`src/rtl/hb_interp_x2.sv`:
```
`default_nettype none
// ============================================================================
//  Module      : hb_interp_x2
//  Description : 2x half-band interpolator. Each 16-bit signed input sample
//                yields an (even, odd) output pair. The even phase is a 6-tap
//                symmetric FIR (C5, C3, C1, C1, C3, C5). The odd phase is the
//                centre-tap delay x[n-2]. Valid/ready handshake on both sides.
//                Optional macro HB_INTERP_OVF_EN adds a sticky saturation
//                flag output 'ovf'.
//  Revision    : 1.0 - initial release
// ============================================================================
module hb_interp_x2 #(
    parameter logic signed [15:0] C1 = 16'sd19700,
    parameter logic signed [15:0] C3 = -16'sd3958,
    parameter logic signed [15:0] C5 = 16'sd616
) (
    input  logic               clk,
    input  logic               reset,
    input  logic signed [15:0] s_data,
    input  logic               s_valid,
    output logic               s_ready,
    output logic signed [15:0] m_data,
    output logic               m_valid,
    input  logic               m_ready
`ifdef HB_INTERP_OVF_EN
    ,
    output logic               ovf
`endif
);

    typedef enum logic [2:0] {
        S_IDLE = 3'd0,
        S_MAC1 = 3'd1,
        S_MAC2 = 3'd2,
        S_EVEN = 3'd3,
        S_ODD  = 3'd4
    } state_t;

    localparam logic signed [34:0] C_ROUND = 35'sd16384;
    localparam logic signed [34:0] C_MAX   = 35'sd32767;
    localparam logic signed [34:0] C_MIN   = -35'sd32768;

    state_t             r_state;
    state_t             w_state_next;
    logic               w_s_ready;
    logic               w_m_valid;

    logic signed [15:0] r_x [0:5];
    logic signed [32:0] r_prod1;
    logic signed [32:0] r_prod3;
    logic signed [32:0] r_prod5;
    logic signed [15:0] r_y_odd;
    logic signed [15:0] r_m_data;

    logic signed [16:0] w_p1;
    logic signed [16:0] w_p3;
    logic signed [16:0] w_p5;
    logic signed [32:0] w_m1;
    logic signed [32:0] w_m3;
    logic signed [32:0] w_m5;
    logic signed [34:0] w_sum;
    logic signed [34:0] w_shift;
    logic               w_sat_hi;
    logic               w_sat_lo;
    logic signed [15:0] w_y_even;

    // Symmetric pre-adds: taps sharing a coefficient are summed first (17 bit)
    assign w_p5 = $signed({r_x[0][15], r_x[0]}) + $signed({r_x[5][15], r_x[5]});
    assign w_p3 = $signed({r_x[1][15], r_x[1]}) + $signed({r_x[4][15], r_x[4]});
    assign w_p1 = $signed({r_x[2][15], r_x[2]}) + $signed({r_x[3][15], r_x[3]});

    // 17x16 products, operands sign-extended to the full 33-bit result width
    assign w_m5 = $signed({{16{w_p5[16]}}, w_p5}) * $signed({{17{C5[15]}}, C5});
    assign w_m3 = $signed({{16{w_p3[16]}}, w_p3}) * $signed({{17{C3[15]}}, C3});
    assign w_m1 = $signed({{16{w_p1[16]}}, w_p1}) * $signed({{17{C1[15]}}, C1});

    // Accumulate with round-half-up, then drop the Q15 fraction
    assign w_sum   = $signed({{2{r_prod1[32]}}, r_prod1})
                   + $signed({{2{r_prod3[32]}}, r_prod3})
                   + $signed({{2{r_prod5[32]}}, r_prod5})
                   + C_ROUND;
    assign w_shift = w_sum >>> 15;

    // Clamp to the 16-bit range; the output must never wrap
    assign w_sat_hi = (w_shift > C_MAX);
    assign w_sat_lo = (w_shift < C_MIN);
    assign w_y_even = w_sat_hi ? 16'sh7FFF :
                      w_sat_lo ? 16'sh8000 :
                                 w_shift[15:0];

    // State register
    always_ff @(posedge clk) begin
        if (reset) begin
            r_state <= S_IDLE;
        end else begin
            r_state <= w_state_next;
        end
    end

    // Next-state and handshake outputs
    always_comb begin
        w_state_next = r_state;
        w_s_ready    = 1'b0;
        w_m_valid    = 1'b0;
        case (r_state)
            S_IDLE: begin
                w_s_ready = 1'b1;
                if (s_valid) begin
                    w_state_next = S_MAC1;
                end
            end
            S_MAC1: w_state_next = S_MAC2;
            S_MAC2: w_state_next = S_EVEN;
            S_EVEN: begin
                w_m_valid = 1'b1;
                if (m_ready) begin
                    w_state_next = S_ODD;
                end
            end
            S_ODD: begin
                w_m_valid = 1'b1;
                if (m_ready) begin
                    w_state_next = S_IDLE;
                end
            end
            default: w_state_next = S_IDLE;
        endcase
    end

    assign s_ready = w_s_ready;
    assign m_valid = w_m_valid;
    assign m_data  = r_m_data;

    // Datapath: delay line, product registers and output staging
    always_ff @(posedge clk) begin
        if (reset) begin
            for (int i = 0; i < 6; i++) begin
                r_x[i] <= '0;
            end
            r_prod1  <= '0;
            r_prod3  <= '0;
            r_prod5  <= '0;
            r_y_odd  <= '0;
            r_m_data <= '0;
        end else begin
            case (r_state)
                S_IDLE: begin
                    if (s_valid) begin
                        for (int i = 5; i > 0; i--) begin
                            r_x[i] <= r_x[i-1];
                        end
                        r_x[0] <= s_data;
                    end
                end
                S_MAC1: begin
                    r_prod1 <= w_m1;
                    r_prod3 <= w_m3;
                    r_prod5 <= w_m5;
                end
                S_MAC2: begin
                    // Even sample is loaded straight into the output register
                    r_m_data <= w_y_even;
                    r_y_odd  <= r_x[2];
                end
                S_EVEN: begin
                    if (m_ready) begin
                        r_m_data <= r_y_odd;
                    end
                end
                default: ;
            endcase
        end
    end

`ifdef HB_INTERP_OVF_EN
    logic r_ovf;

    // Sticky flag: set whenever the even result is clipped
    always_ff @(posedge clk) begin
        if (reset) begin
            r_ovf <= 1'b0;
        end else if (r_state == S_MAC2 && (w_sat_hi || w_sat_lo)) begin
            r_ovf <= 1'b1;
        end
    end

    assign ovf = r_ovf;
`else
    // No overflow flag in this build; saturation still applies
`endif

endmodule
`default_nettype wire

```
`config.mk`:
```
export PLATFORM = sky130hd
export DESIGN_NAME = hb_interp_x2
export DESIGN_NICKNAME = d
export VERILOG_FILES = /design/src/rtl/hb_interp_x2.sv
export SDC_FILE = /design/constraint.sdc
export NUM_CORES = 1
export LEC_CHECK = 0
export ABC_CLOCK_PERIOD_IN_PS = 9200
export BUFFER_PORTS_ARGS = -buffer_cell sky130_fd_sc_hd__buf_2
export CAP_MARGIN = 20
export CORE_MARGIN = 1
export CORE_UTILIZATION = 45
export CTS_BUF_LIST = sky130_fd_sc_hd__clkbuf_8
export DETAILED_ROUTE_END_ITERATION = 12
export PLACE_DENSITY = 0.63
export SLEW_MARGIN = 20
export SYNTH_ARGS = -nofsm -noshare
export SYNTH_HDL_FRONTEND = slang
export SYNTH_SLANG_ARGS = --single-unit
```
`constraint.sdc`:
```
create_clock -name clk -period 9.2 [get_ports clk]
set_input_delay 1.84 -clock clk [delete_from_list [all_inputs] [get_ports clk]]
set_output_delay 1.84 -clock clk [all_outputs]
set_load 0.05 [all_outputs]
```
## Word level (Yosys, flattened, before mapping)

Memories as Yosys holds them, arrays and structs flattened.
Index checks and enable logic that the tools add are counted.

| cells by class | value |
|---|---|
| add/subtract/negate cells | 6 |
| $mul | 3 |
| div/mod/pow operators | 0 |
| order comparisons | 2 |
| equality and inequality tests | 7 |
| shifts and indexed selects | 0 |
| muxes and demuxes | 22 |
| bitwise logic cells | 6 |
| reductions and logical operators | 5 |

Operators with widths:

| operator | count |
|---|---|
| 16-bit 2-to-1 mux | 9 |
| 16-bit by 16-bit adder with 17-bit output | 3 |
| 34-bit by 28-bit adder with 35-bit output | 1 |
| 35-bit by 16-bit adder with 35-bit output (second input constant) | 1 |
| 33-bit by 30-bit adder with 34-bit output | 1 |
| 16-bit case mux with 2 select lines | 1 |
| 17-bit by 14-bit multiplier with 31-bit output (second input constant) | 1 |
| 17-bit by 12-bit multiplier with 29-bit output (second input constant) | 1 |
| 17-bit by 8-bit multiplier with 25-bit output (second input constant) | 1 |
| 20-bit by 16-bit greater-than comparator with 1-bit output (second input constant) | 1 |
| 20-bit by 16-bit < comparator with 1-bit output (second input constant) | 1 |
| 3-bit case mux with 5 select lines | 1 |
| 3-bit 2-to-1 mux | 3 |
| 1-bit 2-to-1 mux | 8 |
| 3-bit by 2-bit equality test with 1-bit output (second input constant) | 2 |
| 2-bit != test (second input constant) | 3 |
| 1-bit bitwise OR | 6 |
| 3-bit by 1-bit equality test with 1-bit output (second input constant) | 1 |
| 3-bit equality test (second input constant) | 1 |
| 3-bit zero test | 1 |
| 3-bit AND reduction | 1 |
| 2-bit AND reduction | 1 |
| 2-bit nonzero test | 1 |
| 2-bit OR reduction | 1 |

| word-level totals | value |
|---|---|
| bits in registers | 120 |
| bits in latches | 0 |
| memory bits (writable) | 96 |
| memory bits (read-only) | 0 |
| bits of input ports | 20 |
| output and inout port bits | 18 |
| word-level logic and storage cells | 58 |
| memories | 1 |

Memories:

| memory | depth | bits a word | read ports | clocked after Yosys merged registers in | write ports | line | source |
|---|---|---|---|---|---|---|---|
| r_x | 6 | 16 | 6 | 0 | 6 | 48 | `logic signed [15:0] r_x [0:5];` |

## Logic depth before layout (Yosys ltp)

| logic depth | value |
|---|---|
| depth in word-level cells | 7 |
| mapped depth | 34 |
| depth with buffers taken out | 34 |

## Least setup slack after synthesis

Ideal clock, no wire load.

| timing path | value |
|---|---|
| path kind | register to register |
| from | memory r_x[2][0], in the netlist r_x[0][32] |
| to | register r_prod1[30] |
| library setup time | 0.117 ns |
| data arrival time | 8.314 ns |
| data required time | 9.083 ns |
| path slack | 0.769 ns |
| cell stages (with the launch flop) | 35 |
| buffers on the path | 0 |
| clock period less this slack | 8.431 ns |
| path through | edfxtp_1 ha_1 inv_1 fa_1 nor2b_1 o21ai_1 a21boi_1 o41ai_2 a21oi_1 o41ai_2 o21ai_0 a2bb2oi_2 inv_1 ha_1 xnor2_1 ha_1 inv_1 fa_1 inv_1 fa_1 fa_1 inv_1 fa_1 inv_1 ha_1 nand2_1 nor2_1 and4_1 and3_1 a22o_1 a311oi_2 o2111a_1 nor2_1 o31a_1 a32o_1 |

RTL lines:

| item | line | source |
|---|---|---|
| start, declared | 48 |  |
| end signal, assigned | 156 | `r_prod1 <= w_m1;` |
| end, declared | 49 | `logic signed [32:0] r_prod1;` |

==> reports/metrics.yaml <==
outcome:
  status: "completed"
detailed_routing:
  firstDrtPassIters: 5
  drc: 0
  drtAntennaViolNets: 0
  routedWlPerCell_um: 17.50
  top_layer: "met4"
  drt_iter0_drc: 882
  wl_met3_mm: 1.923
  wl_met1_mm: 26.65
  met2_length_mm: 25.45
  via_count: 16390
  routed_wl_mm: 54.75
  avgViaCountPerCell: 5.239
critical_path:
  r2r_slack_ns: 0.68
  worstPathMaxFanout: 9
  r2r-start: "r_x[0][32]"
  cp.required_ns: 9.65
  worstPathArrival_ns: 8.98
  worstSetupEndpointType: "register"
  crit_end: "r_prod1[29]"
  crit_path_top_delay_cell: "fa_1"
  start_kind: "register"
  critPathKind: "reg -> reg"
  slowest_delay_ns: 0.54
  r2r_end: "r_prod1[29]"
  crit_top_cell: "inv_1"
  ff2ff_path_depth: 34
  startpoint: "r_x[0][32]"
floorplanning:
  die_h_um: 225.0
  die_area_um2: 50600
  rows: 81
  die_w_um: 225.0
  initial_core_util: 0.4569
  core_area_um2: 48950
  io_pins: 38
finish:
  seqCellArea_um2: 5265
  area_growth_pct: 8.284
  multiInputGateArea_um2: 15460
  nFillCells: 4649
  drive_above_1_share: 0.06209
  layout.nets: 3039
  diodes: 0
sta:
  fmax_mhz: 117.3
  setup_violations: 0
  rsz0062_at_grt: "false"
  drv_slew: 0
  period_share: 0.9265
  hold_viol_final: 0
  fin_crit_ns: 8.524
  tightest_slew_ns: 1.023
  relSlewSlack: 0.3131
  tns_ns: 0
  clock_skew_ns: 0.03227
synth:
  ys_types: 79
  ys_seq_area_frac: 0.2354
  synthesis.area_um2: 22370
  synth_adder_area_share: 0.3915
  synth_top_family_by_area: "adder cells"
  synth_xor_area_frac: 0.04928
  synth_edf_count: 96
  yosysWarnings: 0
  syn_nets: 2994
  syn_avg_cell_area_um2: 9.371
  async_reset_ff_frac: 0
  ys.flop_type: "dfxtp_1"
  synth-simple-area-share: 0.1245
  ys_ff_latch: 215
  synth_compound_area_frac: 0.1246
  syn_inst: 2387
  synth_mux_area_frac: 0.0004475
place:
  gp_congestion: 0.9260
  portBuffers: 37
  dp_hpwl_mm: 44.36
cts:
  cts_sinks: 215
  postCtsHoldBufs: 0
  htree_levels: 2
  clkTransAtPathRegs_ns: 0.06
  root_buffer: "clkbuf_8"
  cts_tree: "yes"
  cts_buffer_depth: 3
  cts_buffers: 40
  cts_resized: 0
  cts_setup_buffers: 0
  clock_latency_ns: 0.57
hold_path:
  hp-class: "reg -> reg"
global_route:
  antenna_found_initial: 0
  grt_max_degree: 95
  grt_pass1_wl_mm: 88.20
  grt_pass1_vias: 16570
  overflow: 0
  grt_usage: 0.2218
flow_run:
  maxCapViolations: 0
[cells in the final DEF (no fill, tap or decap), types with 51 or more instances in the layout]
master    instances
a21oi_1         165
and2_1          105
clkbuf_8         51
dfxtp_1         119
edfxtp_1         96
fa_1            188
ha_1            399
inv_1           394
nand2_1         222
nor2_1           92
o21ai_0          83
xnor2_1          91
[layer usage]
metal	up-vias	track usage
met5	-	0
met4	0	0.04126
met3	44	0.02203
met2	303	0.3657
met1	7946	0.3167
li1	8095	-
[critical path, delay by kind of cell, from the launching register on]
family          cells  cell delay, ns
compound gates     14            2.95
xor+xnor            2            0.67
fa+ha+maj           9            3.48
buf+inv             7            0.52
flops               1            0.41
simple gates        2            0.37
[how the worst min path moves through the flow]
stage           startpoint          end  slack, ns  cells past startpoint
2_1_floorplan  r_prod3[14]  r_prod3[14]       0.43                      2
3_3_place_gp    m_data[13]   m_data[13]       0.44                      2
3_5_place_dp    r_y_odd[2]   r_y_odd[2]       0.45                      2
4_1_cts         r_y_odd[2]   r_y_odd[2]       0.45                      2
5_1_grt         r_y_odd[2]   r_y_odd[2]       0.47                      2
6_report        r_y_odd[2]   r_y_odd[2]       0.45                      2
[synthesized netlist by cell type (4+ instances only)]
| master | n | area share |
|---|---|---|
| a31oi_1 | 15 | 0.0042 |
| and2_1 | 105 | 0.029 |
| a211oi_1 | 14 | 0.0047 |
| nor3_1 | 33 | 0.0074 |
| inv_1 | 387 | 0.065 |
| nand4_1 | 7 | 0.0020 |
| o21a_1 | 23 | 0.0077 |
| nand3b_1 | 7 | 0.0023 |
| xnor2_1 | 91 | 0.036 |
| o211ai_1 | 21 | 0.0070 |
| nand3_1 | 31 | 0.0069 |
| a21o_1 | 28 | 0.0094 |
| and3_1 | 13 | 0.0036 |
| fa_1 | 188 | 0.17 |
| o21ai_0 | 83 | 0.019 |
| or2_2 | 9 | 0.0025 |
| dfxtp_1 | 119 | 0.11 |
| o31ai_1 | 9 | 0.0030 |
| nand2b_1 | 15 | 0.0042 |
| ha_1 | 399 | 0.22 |
| and4_1 | 5 | 0.0020 |
| buf_1 | 6 | 0.0010 |
| edfxtp_1 | 96 | 0.13 |
| nor4_1 | 4 | 0.0011 |
| or3_1 | 11 | 0.0031 |
| xor2_1 | 33 | 0.013 |
| o21bai_1 | 15 | 0.0050 |
| clkbuf_1 | 46 | 0.0077 |
| nor2b_1 | 12 | 0.0034 |
| nor2_1 | 93 | 0.016 |
| a21oi_1 | 165 | 0.037 |
| o21ai_1 | 13 | 0.0029 |
| nand2_1 | 224 | 0.038 |
[registers in the layout, summed over array words and instances, names as in the netlist]
register / count
r_state: 3
r_prod3: 28
r_prod5: 25
m_data: 16
r_x: 96
r_y_odd: 16
r_prod1: 31
[cell type report]
cell class | count | share of cell area
repair buffers | 57 | 0.01395
well taps | 664 | 0.03430
clock inverters | 23 | 0.006922
clock buffers | 51 | 0.02898
inverters | 388 | 0.06013
flip-flops and latches | 215 | 0.2174
multi-input cells | 1730 | 0.6383
[stage by stage]
stage | std cells | hold slack [ns] | instance area [um^2] | util | worst slack [ns]
5_1_grt | 3128 | 0.4732 | 24220 | 0.4948 | 0.06829
6_report | 3128 | 0.4516 | 24220 | 0.4948 | 0.6759
3_3_place_gp | 3054 | 0.4426 | 23350 | 0.4770 | 0.8358
2_1_floorplan | 2387 | 0.4319 | 22370 | - | 0.7689
3_5_place_dp | 3054 | 0.4451 | 23350 | 0.4770 | 0.6969
4_1_cts | 3128 | 0.4532 | 24220 | 0.4948 | 0.6481
[logic make-up after synthesis]
group,count (synthesis)
XOR/XNOR,125
multiplexers,1
AO/OA/AOI/OAI,440
buffers and inverters,442
adder cells (fa/ha/maj),587
AND/OR/NAND/NOR,577
flip-flops,215
Power is not shown: default switching activity piles up to over one toggle a cycle in this logic, so the estimate is an artifact.
